--- src/rtl/spawn_pkg.sv ---
// Shared types and constants for the spawn scheduler and its helpers.
//   spawn_state_t : scheduler FSM states
//   spawn_owner_t : which requester owns the current placement
//   spawn_cell_t  : packed playfield coordinate (column x, row y)
//   cellInRange() : true when a cell lies inside the 14x10 playfield (1-based)
package spawn_pkg;

    localparam int unsigned GRID_W  = 14;
    localparam int unsigned GRID_H  = 10;
    localparam int unsigned COORD_W = 4;
    localparam int unsigned LFSR_W  = 8;

    // Feedback taps 8,6,5,4 expressed as a bit mask over lfsr[7:0]
    localparam logic [LFSR_W-1:0] LFSR_TAPS = 8'hB8;

    typedef enum logic [1:0] {
        IDLE,
        GEN,
        CHECK,
        COMMIT
    } spawn_state_t;

    typedef enum logic {
        OWN_APPLE,
        OWN_OBS
    } spawn_owner_t;

    typedef struct packed {
        logic [COORD_W-1:0] x;
        logic [COORD_W-1:0] y;
    } spawn_cell_t;

    function automatic logic cellInRange(input spawn_cell_t c);
        return (c.x >= COORD_W'(1)) && (c.x <= COORD_W'(GRID_W)) &&
               (c.y >= COORD_W'(1)) && (c.y <= COORD_W'(GRID_H));
    endfunction

endpackage

--- src/rtl/spawn_lfsr.sv ---
// Free-running 8-bit Fibonacci LFSR (taps 8,6,5,4, shifting left).
// Advances every clock; only nRst reloads the seed. SEED must be nonzero,
// otherwise the register locks up at zero.
//   clk  : clock
//   nRst : asynchronous active-low reset, loads SEED
//   lfsr : current register value
module spawn_lfsr
    import spawn_pkg::*;
#(
    parameter logic [LFSR_W-1:0] SEED = 8'hA5
) (
    input  logic              clk,
    input  logic              nRst,
    output logic [LFSR_W-1:0] lfsr
);

    // Shift left, feedback parity of the tapped bits into bit 0
    always_ff @(posedge clk or negedge nRst) begin
        if (!nRst) begin
            lfsr <= SEED;
        end else begin
            lfsr <= {lfsr[LFSR_W-2:0], ^(lfsr & LFSR_TAPS)};
        end
    end

endmodule

--- src/rtl/spawn_scheduler.sv ---
// Arbitrates one random-coordinate source and one external occupancy checker
// between apple respawn and obstacle spawn requests. Candidates are drawn
// from the LFSR, held for the checker, and committed with a one-cycle write
// pulse to the winning requester; a request is dropped with a fail pulse
// after MAX_RETRIES rejected candidates.
// Build option: define SPAWN_RR_EN for round-robin grant on ties
// (default: apple always wins ties).
// Ports:
//   clk, nRst          : clock, asynchronous active-low reset
//   s_reset            : synchronous soft reset (new game)
//   apple_req, obs_req : request pulses
//   chk_valid, cand_x/y: candidate presented to the checker
//   chk_done, chk_ok   : checker verdict
//   apple_we, obs_we   : one-cycle commit pulses, with place_x/y
//   busy               : FSM not idle
//   fail               : one-cycle pulse, request dropped
//   obs_pending        : queued obstacle requests
module spawn_scheduler
    import spawn_pkg::*;
#(
    parameter int unsigned       MAX_RETRIES   = 15,
    parameter int unsigned       OBS_QUEUE_MAX = 3,
    parameter logic [LFSR_W-1:0] LFSR_SEED     = 8'hA5
) (
    input  logic               clk,
    input  logic               nRst,
    input  logic               s_reset,
    input  logic               apple_req,
    input  logic               obs_req,
    output logic               chk_valid,
    output logic [COORD_W-1:0] cand_x,
    output logic [COORD_W-1:0] cand_y,
    input  logic               chk_done,
    input  logic               chk_ok,
    output logic               apple_we,
    output logic               obs_we,
    output logic [COORD_W-1:0] place_x,
    output logic [COORD_W-1:0] place_y,
    output logic               busy,
    output logic               fail,
    output logic [2:0]         obs_pending
);

    localparam int unsigned RETRY_W = 8;
    localparam int unsigned PEND_W  = 3;

    spawn_state_t       state;
    spawn_state_t       stateNext;
    spawn_owner_t       owner;
    spawn_owner_t       ownerNext;
    logic [RETRY_W-1:0] retryCnt;
    logic [RETRY_W-1:0] retryNext;
    logic               applePending;
    logic               applePendingNext;
    logic [PEND_W-1:0]  obsPendingNext;
    spawn_cell_t        cand;
    spawn_cell_t        candNext;
    spawn_cell_t        place;
    spawn_cell_t        placeNext;
    spawn_cell_t        sample;
    logic               appleWeNext;
    logic               obsWeNext;
    logic               failNext;
    logic               grantApple;
    logic               grantObs;
    logic               appleWinsTie;
    logic               retryLast;
    logic [LFSR_W-1:0]  lfsrValue;

    spawn_lfsr #(
        .SEED (LFSR_SEED)
    ) uLfsr (
        .clk  (clk),
        .nRst (nRst),
        .lfsr (lfsrValue)
    );

    // Low nibble is the column, high nibble the row
    assign sample    = {lfsrValue[3:0], lfsrValue[7:4]};
    assign retryLast = (retryCnt == RETRY_W'(MAX_RETRIES - 1));

`ifdef SPAWN_RR_EN
    // Last-granted requester; starts as obstacle so apple wins the first tie
    spawn_owner_t lastGrant;

    always_ff @(posedge clk or negedge nRst) begin
        if (!nRst) begin
            lastGrant <= OWN_OBS;
        end else if (grantApple) begin
            lastGrant <= OWN_APPLE;
        end else if (grantObs) begin
            lastGrant <= OWN_OBS;
        end
    end

    assign appleWinsTie = (lastGrant == OWN_OBS);
`else
    assign appleWinsTie = 1'b1;
`endif

    // State register
    always_ff @(posedge clk or negedge nRst) begin
        if (!nRst) begin
            state <= IDLE;
        end else begin
            state <= stateNext;
        end
    end

    // Next-state, datapath and output decode
    always_comb begin
        stateNext   = state;
        ownerNext   = owner;
        retryNext   = retryCnt;
        candNext    = cand;
        placeNext   = place;
        appleWeNext = 1'b0;
        obsWeNext   = 1'b0;
        failNext    = 1'b0;
        grantApple  = 1'b0;
        grantObs    = 1'b0;

        case (state)
            IDLE: begin
                if (applePending || (obs_pending != '0)) begin
                    retryNext = '0;
                    stateNext = GEN;
                    if (applePending && ((obs_pending == '0) || appleWinsTie)) begin
                        ownerNext  = OWN_APPLE;
                        grantApple = 1'b1;
                    end else begin
                        ownerNext = OWN_OBS;
                        grantObs  = 1'b1;
                    end
                end
            end
            GEN: begin
                if (cellInRange(sample)) begin
                    candNext  = sample;
                    stateNext = CHECK;
                end else if (retryLast) begin
                    failNext  = 1'b1;
                    stateNext = IDLE;
                end else begin
                    retryNext = retryCnt + RETRY_W'(1);
                end
            end
            CHECK: begin
                if (chk_done) begin
                    if (chk_ok) begin
                        // Pulse is registered, so it lands in the COMMIT cycle
                        appleWeNext = (owner == OWN_APPLE);
                        obsWeNext   = (owner == OWN_OBS);
                        placeNext   = cand;
                        stateNext   = COMMIT;
                    end else if (retryLast) begin
                        failNext  = 1'b1;
                        stateNext = IDLE;
                    end else begin
                        retryNext = retryCnt + RETRY_W'(1);
                        stateNext = GEN;
                    end
                end
            end
            COMMIT: begin
                stateNext = IDLE;
            end
            default: begin
                stateNext = IDLE;
            end
        endcase

        // Soft reset overrides everything decided above
        if (s_reset) begin
            stateNext   = IDLE;
            retryNext   = '0;
            appleWeNext = 1'b0;
            obsWeNext   = 1'b0;
            failNext    = 1'b0;
            grantApple  = 1'b0;
            grantObs    = 1'b0;
        end

        // A request in the grant cycle re-queues because it wins over the clear
        applePendingNext = applePending;
        if (s_reset) begin
            applePendingNext = 1'b0;
        end else if (apple_req) begin
            applePendingNext = 1'b1;
        end else if (grantApple) begin
            applePendingNext = 1'b0;
        end

        // Simultaneous request and grant leave the count unchanged
        obsPendingNext = obs_pending;
        if (s_reset) begin
            obsPendingNext = '0;
        end else if (obs_req && !grantObs) begin
            if (obs_pending != PEND_W'(OBS_QUEUE_MAX)) begin
                obsPendingNext = obs_pending + PEND_W'(1);
            end
        end else if (!obs_req && grantObs) begin
            obsPendingNext = obs_pending - PEND_W'(1);
        end
    end

    // Registered datapath and outputs
    always_ff @(posedge clk or negedge nRst) begin
        if (!nRst) begin
            owner        <= OWN_APPLE;
            retryCnt     <= '0;
            applePending <= 1'b0;
            obs_pending  <= '0;
            cand         <= '0;
            place        <= '0;
            apple_we     <= 1'b0;
            obs_we       <= 1'b0;
            fail         <= 1'b0;
            busy         <= 1'b0;
            chk_valid    <= 1'b0;
        end else begin
            owner        <= ownerNext;
            retryCnt     <= retryNext;
            applePending <= applePendingNext;
            obs_pending  <= obsPendingNext;
            cand         <= candNext;
            place        <= placeNext;
            apple_we     <= appleWeNext;
            obs_we       <= obsWeNext;
            fail         <= failNext;
            busy         <= (stateNext != IDLE);
            chk_valid    <= (stateNext == CHECK);
        end
    end

    assign cand_x  = cand.x;
    assign cand_y  = cand.y;
    assign place_x = place.x;
    assign place_y = place.y;

endmodule

--- config.mk ---
export PLATFORM = sky130hd
export DESIGN_NAME = spawn_scheduler
export DESIGN_NICKNAME = d
export VERILOG_FILES = /design/src/rtl/spawn_pkg.sv /design/src/rtl/spawn_lfsr.sv /design/src/rtl/spawn_scheduler.sv
export SDC_FILE = /design/constraint.sdc
export NUM_CORES = 1
export LEC_CHECK = 0
export BUFFER_PORTS_ARGS = -buffer_cell sky130_fd_sc_hd__buf_2
export CORE_UTILIZATION = 55
export CTS_CLUSTER_SIZE = 40
export DETAILED_ROUTE_END_ITERATION = 8
export GPL_TIMING_DRIVEN = 0
export HOLD_SLACK_MARGIN = 0.05
export PLACE_DENSITY_LB_ADDON = 0.3
export RECOVER_POWER = 100
export SKIP_CTS_REPAIR_TIMING = 1
export SYNTH_ARGS = -nofsm -noshare
export SYNTH_HDL_FRONTEND = slang
export SYNTH_SLANG_ARGS = --single-unit
--- constraint.sdc ---
create_clock -name clk -period 3.89 [get_ports clk]
set_clock_uncertainty 0.05 [all_clocks]
set_input_delay 0.778 -clock clk [delete_from_list [all_inputs] [get_ports clk]]
set_output_delay 0.778 -clock clk [all_outputs]
set_load 0.05 [all_outputs]
---- After elaboration in Yosys (flattened, before gate mapping) ----
Index checks and enable logic that the tools add are counted.
word-level totals
  flip-flop bits (word level) ............. 44
  input port bits ......................... 7
  output and inout bits ................... 24
  word-level logic and storage cells ...... 98
operators by class
  add/sub/neg operators ................... 3
  magnitude comparators ................... 4
  equality and inequality tests ........... 11
  mux-type cells .......................... 44
  bitwise gates (word level) .............. 1
  reductions and logical operators ........ 20
operators by type and width
  operator                                                            number
  2-to-1 mux 8 bit                                                    6
  2-to-1 mux 1 bit                                                    25
  one-hot mux 8 bit (3 select lines)                                  1
  2-to-1 mux 2 bit                                                    6
  2-to-1 mux 3 bit                                                    4
  != test 3 bit (second input constant)                               4
  nonzero test 3 bit                                                  3
  adder 8 x 1 -> 8 bit (second input constant)                        1
  == test 8 x 4 -> 1 bit (second input constant)                      1
  greater-or-equal comparator 4 x 1 -> 1 bit (second input constant)  2
  <= comparator 4 bit (second input constant)                         2
  one-hot mux 2 bit (4 select lines)                                  1
  XOR reduction 8 bit                                                 1
  == test 2 bit (second input constant)                               3
  != test 3 x 2 -> 1 bit (second input constant)                      2
  AND reduction 2 bit                                                 3
  logical AND 1 bit                                                   5
  AND reduction 5 bit                                                 1
  nonzero test 4 bit                                                  1
  adder 3 x 1 -> 3 bit (second input constant)                        1
  AND reduction 3 bit                                                 1
  subtractor 3 x 1 -> 3 bit (second input constant)                   1
  == test 2 x 1 -> 1 bit (second input constant)                      1
  zero test 1 bit                                                     2
  other kinds (5)                                                     5

---- Longest topological paths before layout ----
  word-level depth ........................ 9
  mapped depth ............................ 9
  gate-level depth less buffers ........... 9

---- Hierarchy ----
From an unflattened synthesis, not the netlist that was laid out.
unflattened totals
  cells, all modules ...................... 201
  area, all modules ....................... 2093.3 um^2
modules (own cells, without submodules)
  module           times used  cells an instance  area an instance (um^2)  seq. area each (um^2)
  spawn_scheduler  1           190                1861.8                   900.9
  spawn_lfsr       1           11                 231.5                    205.2

---- Worst setup path after synthesis ----
OpenSTA, ideal clock, no wires.
  path type ............................... register to register
  from .................................... reg obs_pending[1]
  to ...................................... reg obs_pending[2]
  setup time .............................. 0.078 ns
  data arrival time ....................... 2.223 ns
  path slack .............................. 1.539 ns
  stages on the path, launching flop included .. 8
  cells stage by stage .................... dfrtp_1 > nor3_1 > or2_2 > o21a_1 > fa_1 > nand4b_1 > a21o_1 > a21oi_1
between the ends
  cells in the longest elaborated chain, start to end .. 9
  elaborated cells on any way between the ends .. 18
  those cells by class .................... add/sub (2); eq/ne (2); mux (7); reduce/logical (7)
RTL lines
  what                                                                             RTL line                RTL
  from (decl)                                                                      spawn_scheduler.sv:41   output logic [2:0] obs_pending
  from (signal assigned)                                                           spawn_scheduler.sv:225  obs_pending <= obsPendingNext;
  nonzero test 3 bit                                                               spawn_scheduler.sv:125  if (applePending || (obs_pending != '0)) begin
  logical OR 1 bit                                                                 spawn_scheduler.sv:125
  2-to-1 mux 1 bit                                                                 spawn_scheduler.sv:125
  2-to-1 mux 1 bit                                                                 spawn_scheduler.sv:123  case (state)
  2-to-1 mux 1 bit                                                                 spawn_scheduler.sv:174  if (s_reset) begin
  zero test 1 bit                                                                  spawn_scheduler.sv:198  end else if (obs_req && !grantObs) begin
  logical AND 1 bit                                                                spawn_scheduler.sv:198
  != test 3 x 2 -> 1 bit (no source line) (tied with other cells)                  -
  AND reduction 2 bit (no source line) / 2-to-1 mux 3 bit (equally long branches)  -
Parallel ways exist; a longest one is shown, timed or not. The select of a mux whose other input is x is not followed.
A chain may end at the register's enable or synchronous reset.

---- Final worst setup path ----
  from .................................... reg uLfsr.lfsr[5]
  to ...................................... reg retryCnt[2]
between the ends
  cells in the longest elaborated chain, start to end .. 5
  elaborated cells on any way between the ends .. 6
  those cells by class .................... order compare (2); eq/ne (1); reduce/logical (3)
RTL lines
  what                                        RTL line                RTL
  from (decl)                                 spawn_lfsr.sv:14        output logic [LFSR_W-1:0] lfsr
  from (signal assigned)                      spawn_lfsr.sv:22        lfsr <= {lfsr[LFSR_W-2:0], ^(lfsr & LFSR_TAPS)};
  greater-or-equal comparator 4 x 1 -> 1 bit  spawn_pkg.sv:35         (c.y >= COORD_W'(1)) && (c.y <= COORD_W'(GRID_H));
  logical AND 1 bit                           spawn_pkg.sv:34         return (c.x >= COORD_W'(1)) && (c.x <= COORD_W'(GRID_W)) &&
  logical AND 1 bit (*)                       spawn_pkg.sv:35
  != test 3 bit (no source line) (*)          -
  AND reduction 5 bit (no source line) (*)    -
  to (signal assigned)                        spawn_scheduler.sv:223  retryCnt <= retryNext;
  to (decl)                                   spawn_scheduler.sv:51   logic [RETRY_W-1:0] retryCnt;
Mark *: on every way between the ends. The rest lies on a longest branch, timed or not.

==> results.toml <==
[critical_path]
worstReg2RegStart = "uLfsr.lfsr[5]"
critPathKind = "reg -> reg"
cp.arrival_ns = 2.65
crit_start = "uLfsr.lfsr[5]"
crit_path_end_kind = "register"
path_max_fanout = 10
cp-start-kind = "register"
cp_data_required_time_ns = 4.03
reg2reg_setup_slack_ns = 1.39

[floorplan]
die_h_um = 64.46
start_util_pct = 58.18
die-area_um2 = 4155
rows = 22
design.portCount = 31
coreArea_um2 = 3689
die_w_um = 64.46

[status]
violations = "max-capacitance violations, max-slew violations"
status = "complete, but fails checks"

[global_routing]
grt_pass1_vias = 1612
grt_pass1_wl_um = 7113
grt_max_degree = 45
grt_util_all_layers_pct = 22.27
antenna_found_initial = 0
grt.overflow.total = 0

[final_layout]
nNetsFinal = 260
syn2layout_area_growth_pct = 12.07
antenna_cells = 0
layout-drive-gt1-share_pct = 10.66

[synthesis]
yosysSeqAreaShare_pct = 51.55
avgSynthCellArea_um2 = 10.37
synth_area_leaders = "dfrtp_1 (47%), nand2_1 (5.8%), ha_1 (5.2%)"
yosys.area.top_type = "dfrtp_1"
syn-num-nets = 224
yosysTopAreaCellShare_pct = 46.65
synth_enable_flop_cells = 0
synth_cells = 207
synthArstFlopShare_pct = 100.0
yosysWarnings = 0
ys_ff_latch = 44
synth_flop_cell = "dfrtp_1"
ys_types = 43
syn_area_um2 = 2146

[timing]
setup_violations = 0
hold_viol = 0
period_share_pct = 64.36
hold_ws_ns = 0.3621
slew_headroom_pct = -49.20
finalCriticalPeriod_ns = 2.503
fmax_mhz = 399.5
rsz0062_at_grt = "false"
setup_tns_ns = 0
drv_slew = 45
tightest_slew_ns = 2.238

[clock_network]
root_buffer = "clkbuf_8"
cts_sinks = 44
htree_levels = 2
cts_buffer_depth = 2
clk_latency_ns = 0.30
cts_buffers = 5
clk_pin_slew_ns = 0.09
cts_tree = "yes"

[drt]
wirelength_met1_um = 1944
vias = 1644
wl_met3_um = 180
routed.top_layer = "met4"
wl_per_cell_um = 13.93
drc = 0
drtAntennaViolNets = 0
route.met2.wl_um = 1902
drt-total-wl_um = 4067
drtPass1Iterations = 5
first_iter_violations = 111
drt-vias-per-instance = 5.630

[min_path]
min_from = "uLfsr.lfsr[6]"
hold_class = "reg -> reg"

[pwr]
irDropWorstVdd_uv = 221.2
powerDensity_nw_per_um2 = 525.3
p_leak_nw = 1.108

[placement]
place_hpwl_um = 2811
gp_congestion = 0.8101
io_buffers = 29

[flow_run]
cap_violations = 1
## cells in the final DEF (no fill, tap or decap), types with 4 or more instances in the layout
cell type / n
dfrtp_1: 40
nand2_1: 33
clkbuf_1: 32
nand3_1: 12
inv_1: 11
o21ai_0: 10
nor3_1: 9
ha_1: 9
a21oi_1: 8
mux2_2: 7
clkbuf_8: 6
nand2b_1: 5
nor2_1: 5
a32o_1: 5
buf_2: 4
## worst max-delay path, stage by stage (launching register included)
cell	delay (ns)
dfstp_1	0.56
inv_1	0.08
ha_1	0.17
nor3b_1	0.13
o22ai_1	0.29
nand3_1	0.38
and3_1	0.30
clkbuf_1	0.17
a41o_1	0.26
## cell families (layout without fill, tap and decap cells)
family | after synthesis | count (layout) | share of synthesized area [%]
DFF | 44 | 44 | 51.55
adders and majority gates | 10 | 10 | 6.181
muxes | 8 | 8 | 4.198
AOI/OAI and AO/OA | 36 | 36 | 11.20
xor gates and xnor gates | 3 | 3 | 1.225
and+or+nand+nor | 87 | 87 | 21.63
buffers and inverters | 19 | 56 | 4.023
## synthesized netlist by cell type (2+ instances only)
cell type	count
mux2_2	8
a21oi_1	8
nand2b_1	5
dfrtp_1	40
and3_1	2
or2_2	3
nor3b_1	2
a32o_1	5
o21ai_0	9
clkbuf_1	6
a31oi_1	2
xnor2_1	3
nor4_1	3
nand4b_1	3
a22oi_1	2
nor2b_1	2
dfstp_2	4
buf_6	2
nand2_1	33
ha_1	9
nor2_1	5
inv_1	11
nand3_1	12
nor3_1	9
## routing by layer
metal / vias up / GRT usage (%)
li1: 807 / -
met1: 795 / 29.19
met5: - / 0
met4: 0 / 7.500
met3: 6 / 5.810
met2: 36 / 35.92
## area by class of cell
class / count / area (µm²)
Tap cell: 48 / 60.06
Inverter: 11 / 41.29
Clock buffer: 6 / 82.58
Timing Repair Buffer: 29 / 113.9
Clock inverter: 2 / 15.01
Buffer: 8 / 37.54
Fill cell: 340 / 1284
Sequential cell: 44 / 1106
Multi-Input combinational cell: 144 / 948.4
## metrics by stage
step | power, mW | instances | setup slack (ns) | cell area (µm²) | utilization (%)
global placement | 0.9692 | 284 | 1.350 | 2351 | 63.74
finish | 1.263 | 292 | 1.387 | 2405 | 65.20
CTS | 1.278 | 292 | 1.454 | 2449 | 66.38
detailed placement | 0.9793 | 284 | 1.332 | 2351 | 63.74
floorplan | 0.8842 | 207 | 1.539 | 2146 | -
global route | 1.346 | 292 | 0.9343 | 2405 | 65.20
## power by group
part           total [mW]  leakage (nW)  switching (mW)  internal [mW]
Sequential          0.535         0.593          0.0449          0.490
Combinational       0.422         0.472           0.268          0.154
Clock               0.306        0.0434           0.163          0.144
Total                1.26          1.11           0.475          0.788
## worst paths after layout
path,endpoint,cells past startpoint
setup / recovery,retryCnt[2],8
hold reg to reg,uLfsr.lfsr[7],0
setup reg to reg,retryCnt[2],8
max in group asynchronous,obs_pending[2],1
hold / removal,uLfsr.lfsr[7],0
min in group asynchronous,place_x[0],1
## sequential cells by signal (all words and copies together), names as in the netlist, 2 cells and up
signal,cells
state,2
obs_pending,3
place_x,4
retryCnt,8
uLfsr.lfsr,8
place_y,4
cand_y,4
cand_x,4
(Power assumes the default switching activity.)
